==> config.mk <==
export PLATFORM = sky130hd
export DESIGN_NAME = flu_issue_scheduler
export DESIGN_NICKNAME = d
export VERILOG_FILES = /design/src/rtl/flu_issue_scheduler.sv
export SDC_FILE = /design/constraint.sdc
export NUM_CORES = 1
export LEC_CHECK = 0
export BUFFER_PORTS_ARGS = -buffer_cell sky130_fd_sc_hd__buf_4
export CORE_AREA = 5 5 42 44
export CTS_BUF_LIST = sky130_fd_sc_hd__clkbuf_8
export CTS_CLUSTER_DIAMETER = 60
export DETAILED_ROUTE_END_ITERATION = 8
export DIE_AREA = 0 0 47 49
export PLACE_DENSITY = 0.61
export REMOVE_ABC_BUFFERS = 1
export SLEW_MARGIN = 20
export SYNTH_ARGS = -nofsm -noshare
export SYNTH_HDL_FRONTEND = slang
export SYNTH_SLANG_ARGS = --single-unit
==> constraint.sdc <==
create_clock -name clk_i -period 3 [get_ports clk_i]
set_input_delay 0.45 -clock clk_i [delete_from_list [all_inputs] [get_ports clk_i]]
set_output_delay 0.45 -clock clk_i [all_outputs]
set_load 0.02 [all_outputs]
==> src/rtl/flu_issue_scheduler.sv <==
// flu_issue_scheduler: issue gate for the fixed-latency unit cluster.
// Decides when issue may enter the ALU/branch/CSR/mul-div path without
// two results colliding on the shared write-back port.
//
// Ports:
//   clk_i, rst_ni      clock, async active-low reset
//   flush_i            drop all tracked state, suppress strobes
//   issue_valid_i      issue offers an FLU instruction
//   issue_fu_i         unit code (0 NONE,1 ALU,2 BR,3 CSR,4 MUL,5 DIV)
//   issue_trans_id_i   scoreboard ID of the offered instruction
//   issue_ready_o      offered instruction is accepted this cycle
//   *_valid_o          per-unit strobes (DIV drives mult_valid_o)
//   csr_commit_i       commit retires the buffered CSR op
//   div_valid_i        divider result on the port this cycle
//   wb_pending_o/_id_o multiply result due this cycle and its ID
//   div_busy_o         division in flight
//   csr_pending_o      CSR buffer occupied
module flu_issue_scheduler #(
    parameter int unsigned TRANS_ID_BITS = 3,
    parameter int unsigned MULT_LATENCY  = 1
) (
    input  logic                     clk_i,
    input  logic                     rst_ni,
    input  logic                     flush_i,
    input  logic                     issue_valid_i,
    input  logic [2:0]               issue_fu_i,
    input  logic [TRANS_ID_BITS-1:0] issue_trans_id_i,
    output logic                     issue_ready_o,
    output logic                     alu_valid_o,
    output logic                     branch_valid_o,
    output logic                     csr_valid_o,
    output logic                     mult_valid_o,
    input  logic                     csr_commit_i,
    input  logic                     div_valid_i,
    output logic                     wb_pending_o,
    output logic [TRANS_ID_BITS-1:0] wb_pending_id_o,
    output logic                     div_busy_o,
    output logic                     csr_pending_o
);

    localparam logic [2:0] FU_ALU    = 3'd1;
    localparam logic [2:0] FU_BRANCH = 3'd2;
    localparam logic [2:0] FU_CSR    = 3'd3;
    localparam logic [2:0] FU_MUL    = 3'd4;
    localparam logic [2:0] FU_DIV    = 3'd5;

    logic [MULT_LATENCY-1:0]                    wb_q, wb_d;
    logic [MULT_LATENCY-1:0][TRANS_ID_BITS-1:0] id_q, id_d;
    logic div_busy_q, div_busy_d;
    logic csr_pending_q, csr_pending_d;

    logic busy;
    logic accept;
    logic acc_mul;
    logic acc_div;
    logic acc_csr;

    always_comb begin
        busy          = div_busy_q | csr_pending_q;
        issue_ready_o = 1'b1;
        case (issue_fu_i)
            FU_ALU, FU_BRANCH, FU_CSR:
                issue_ready_o = ~busy & ~wb_q[0];
            FU_MUL:
                issue_ready_o = ~busy;
            // the multiplier is idle only once every slot has drained
            FU_DIV:
                issue_ready_o = ~busy & ~(|wb_q);
            default:
                issue_ready_o = 1'b1;
        endcase
    end

    assign accept = issue_valid_i & issue_ready_o & ~flush_i;

    assign alu_valid_o    = accept & (issue_fu_i == FU_ALU);
    assign branch_valid_o = accept & (issue_fu_i == FU_BRANCH);
    assign acc_csr        = accept & (issue_fu_i == FU_CSR);
    assign acc_mul        = accept & (issue_fu_i == FU_MUL);
    assign acc_div        = accept & (issue_fu_i == FU_DIV);
    assign csr_valid_o    = acc_csr;
    assign mult_valid_o   = acc_mul | acc_div;

    always_comb begin
        wb_d = '0;
        id_d = '0;
        for (int unsigned k = 0; k + 1 < MULT_LATENCY; k++) begin
            wb_d[k] = wb_q[k+1];
            id_d[k] = id_q[k+1];
        end
        wb_d[MULT_LATENCY-1] = acc_mul;
        id_d[MULT_LATENCY-1] = acc_mul ? issue_trans_id_i : '0;

        div_busy_d = div_busy_q;
        if (acc_div) begin
            div_busy_d = 1'b1;
        end else if (div_valid_i) begin
            div_busy_d = 1'b0;
        end

        csr_pending_d = csr_pending_q;
        if (acc_csr) begin
            csr_pending_d = 1'b1;
        end else if (csr_commit_i) begin
            csr_pending_d = 1'b0;
        end

        if (flush_i) begin
            wb_d          = '0;
            id_d          = '0;
            div_busy_d    = 1'b0;
            csr_pending_d = 1'b0;
        end
    end

    always_ff @(posedge clk_i or negedge rst_ni) begin
        if (!rst_ni) begin
            wb_q          <= '0;
            id_q          <= '0;
            div_busy_q    <= 1'b0;
            csr_pending_q <= 1'b0;
        end else begin
            wb_q          <= wb_d;
            id_q          <= id_d;
            div_busy_q    <= div_busy_d;
            csr_pending_q <= csr_pending_d;
        end
    end

    assign wb_pending_o    = wb_q[0];
    assign wb_pending_id_o = id_q[0];
    assign div_busy_o      = div_busy_q;
    assign csr_pending_o   = csr_pending_q;

endmodule
==> impl_metrics.tcl <==
set metrics [dict create \
    outcome "finished, final reports clean" \
    slowest_stage "or4b_4" \
    viasPerCell 4.551 \
    grt_max_degree 9 \
    dr.pass1.iters 1 \
    core-area_sq_um 1401 \
    power.leakage_nw 0.2601 \
    clk_latency_ps 220 \
    fin_nets 67 \
    maxCapViolations 0 \
    wl_per_cell_um 12.48 \
    slew_headroom 0.6326 \
    netlist_instances 28 \
    multiInputGateArea_sq_um 150.1 \
    grt_first_pass_wirelength_mm 1.290 \
    fmax_mhz 421.3 \
    critPathCaptureType "output pin" \
    yosys_warnings 0 \
    drc_errors 0 \
    power.density_nw_per_um2 444.9 \
    synthMuxAreaShare 0 \
    cts_max_level 1 \
    finalHoldViolations 0 \
    postRouteAntennaNets 0 \
    path_class "register to output pin" \
    post-route-min-period_ps 2374 \
    yosys.area_share.simple 0.4033 \
    syn_area_sq_um 304.0 \
    io-pin-count 23 \
    synth.avg_cell_area_sq_um 10.86 \
    worstSetupStartpointType "register" \
    drt-initial-drc-count 0 \
    postCtsResizedCells 0 \
    cp_max_fo 7 \
    r2r_cells 3 \
    rsz0062_at_grt "no" \
    finalCritPeriodShare 0.7912 \
    grt_usage 0.07796 \
    ys_async_sr_fraction 1.000 \
    cts-hold-fix-buffers 0 \
    cts_setup_buffers 0 \
    synth_compound_area_frac 0.09053 \
    ys_types 17 \
    grt_pass1_vias 327 \
    gp_congestion 0.7712 \
    synthFlopType "dfrtp_1" \
    final_cell_area_sq_um 530.5 \
    die_w_um 47 \
    synthAdderAreaFrac 0 \
    fp.dieArea_sq_um 2303 \
    cp.arrival_ps 1920 \
    dp_hpwl_um 703 \
    cts_sinks 6 \
    synth-xor-area-share 0 \
    clock_path_buffers 2 \
    ir_worst_vdd_uv 216.1 \
    cts_root_buf "clkbuf_8" \
    cts_buffers 3 \
    layout-drive-gt1-share 0.5472 \
    fill_cells 151 \
    antenna_found_initial 0 \
    cp.required_ps 2550 \
    cts_tree "yes" \
    clock_skew_ps 0.9314 \
    via_count 314 \
    synth-edff-count 0 \
    die_h_um 49 \
    tightest_slew_ps 546.1 \
    row_count 14 \
    routed_wl_um 861 \
    diodes 0 \
    place_area_sq_um 489.2 \
    area.growth.synth_to_final_pct 74.49 \
    port_buffers 22 \
    synth-seq-cells 6 \
    finalMaxSlewViolations 0 \
    setup-violations-final 0 \
    cts.clk_slew.worst_paths_ps 40 \
    fin_setup_tns_ps 0 \
    path_cells "or3_1 > or4b_4 > nor3b_2 > buf_4" \
    synth_top_family_by_area "simple AND/OR/NAND/NOR gates" \
    seq_area_frac_synth 0.4938 \
    start_util 0.2170 \
    most-common-layout-cells "22 x buf_4, 6 x dfrtp_1, 3 x and2_1, 3 x clkbuf_8" \
    grt.overflow.total 0 \
    slowest_delay_ps 530 \
    final_common_cell "buf_4" \
    hold_class "primary input to async pin" \
    register_area_sq_um 150.1 \
]
-- power by group --
part / switching (mW) / internal [mW] / total, mW / leakage [nW]
combinational: 0.0149 / 0.0182 / 0.0331 / 0.155
sequential: 0.00130 / 0.0827 / 0.0840 / 0.0833
clock: 0.0330 / 0.0860 / 0.119 / 0.0216
-- cell families (layout without fill, tap and decap cells) --
logic type	count (synthesis)	in the layout
buf+inv	1	26
compound gates	4	4
simple gates	17	17
flops	6	6
-- through the flow --
step	power (mW)	worst slack, ps	cells	hold slack [ps]	utilization
2_1_floorplan	0.09709	750.4	28	154.4	-
3_3_place_gp	0.1182	884.9	66	260.8	0.3491
3_5_place_dp	0.1185	854.6	66	261.4	0.3491
4_1_cts	0.2393	615.7	69	27.41	0.3786
5_1_grt	0.2485	561.2	69	26.49	0.3786
6_report	0.2360	626.3	69	30.39	0.3786
-- cells in the mapped netlist, types with 2 or more instances --
| cell | n | area share |
|---|---|---|
| and2_1 | 3 | 0.062 |
| or3_1 | 2 | 0.041 |
| nor3b_2 | 2 | 0.082 |
| nor2_1 | 2 | 0.025 |
| nand2_1 | 2 | 0.025 |
| dfrtp_1 | 6 | 0.49 |
-- worst max-delay path: cells and delay by family, from the launching register on --
family / cells / cell delay [ps]
AND/OR/NAND/NOR: 3 / 1130
flip-flops: 1 / 420
buffers and inverters: 1 / 150
-- layer usage --
layer,up-vias,routed length [um],global-route usage
li1,155,-,-
met1,139,345,0.08520
met2,18,372,0.1109
met3,2,128,0.02952
met4,0,14,0.06912
met5,-,0,0
-- registers in the layout, summed over array words and instances, names as in the netlist --
name             count
wb_pending_id_o      3
div_busy_o           1
csr_pending_o        1
wb_pending_o         1
-- worst paths after layout --
path / from / end / slack (ps)
max: csr_pending_o / branch_valid_o / 630
min: rst_ni / csr_pending_o / 30
max reg2reg: csr_pending_o / csr_pending_o / 1390
min reg2reg: div_busy_o / wb_pending_o / 600
max in group asynchronous: rst_ni / div_busy_o / 2860
min in group clk_i: div_valid_i / div_busy_o / 420
-- area by class of cell --
cell class,count,area share
Clock buffer,3,0.07783
Inverter,1,0.007075
Multi-Input combinational cell,21,0.2830
Sequential cell,6,0.2830
Tap cell,16,0.03774
Timing Repair Buffer,22,0.3113
Power figures use the tool's default switching activity.
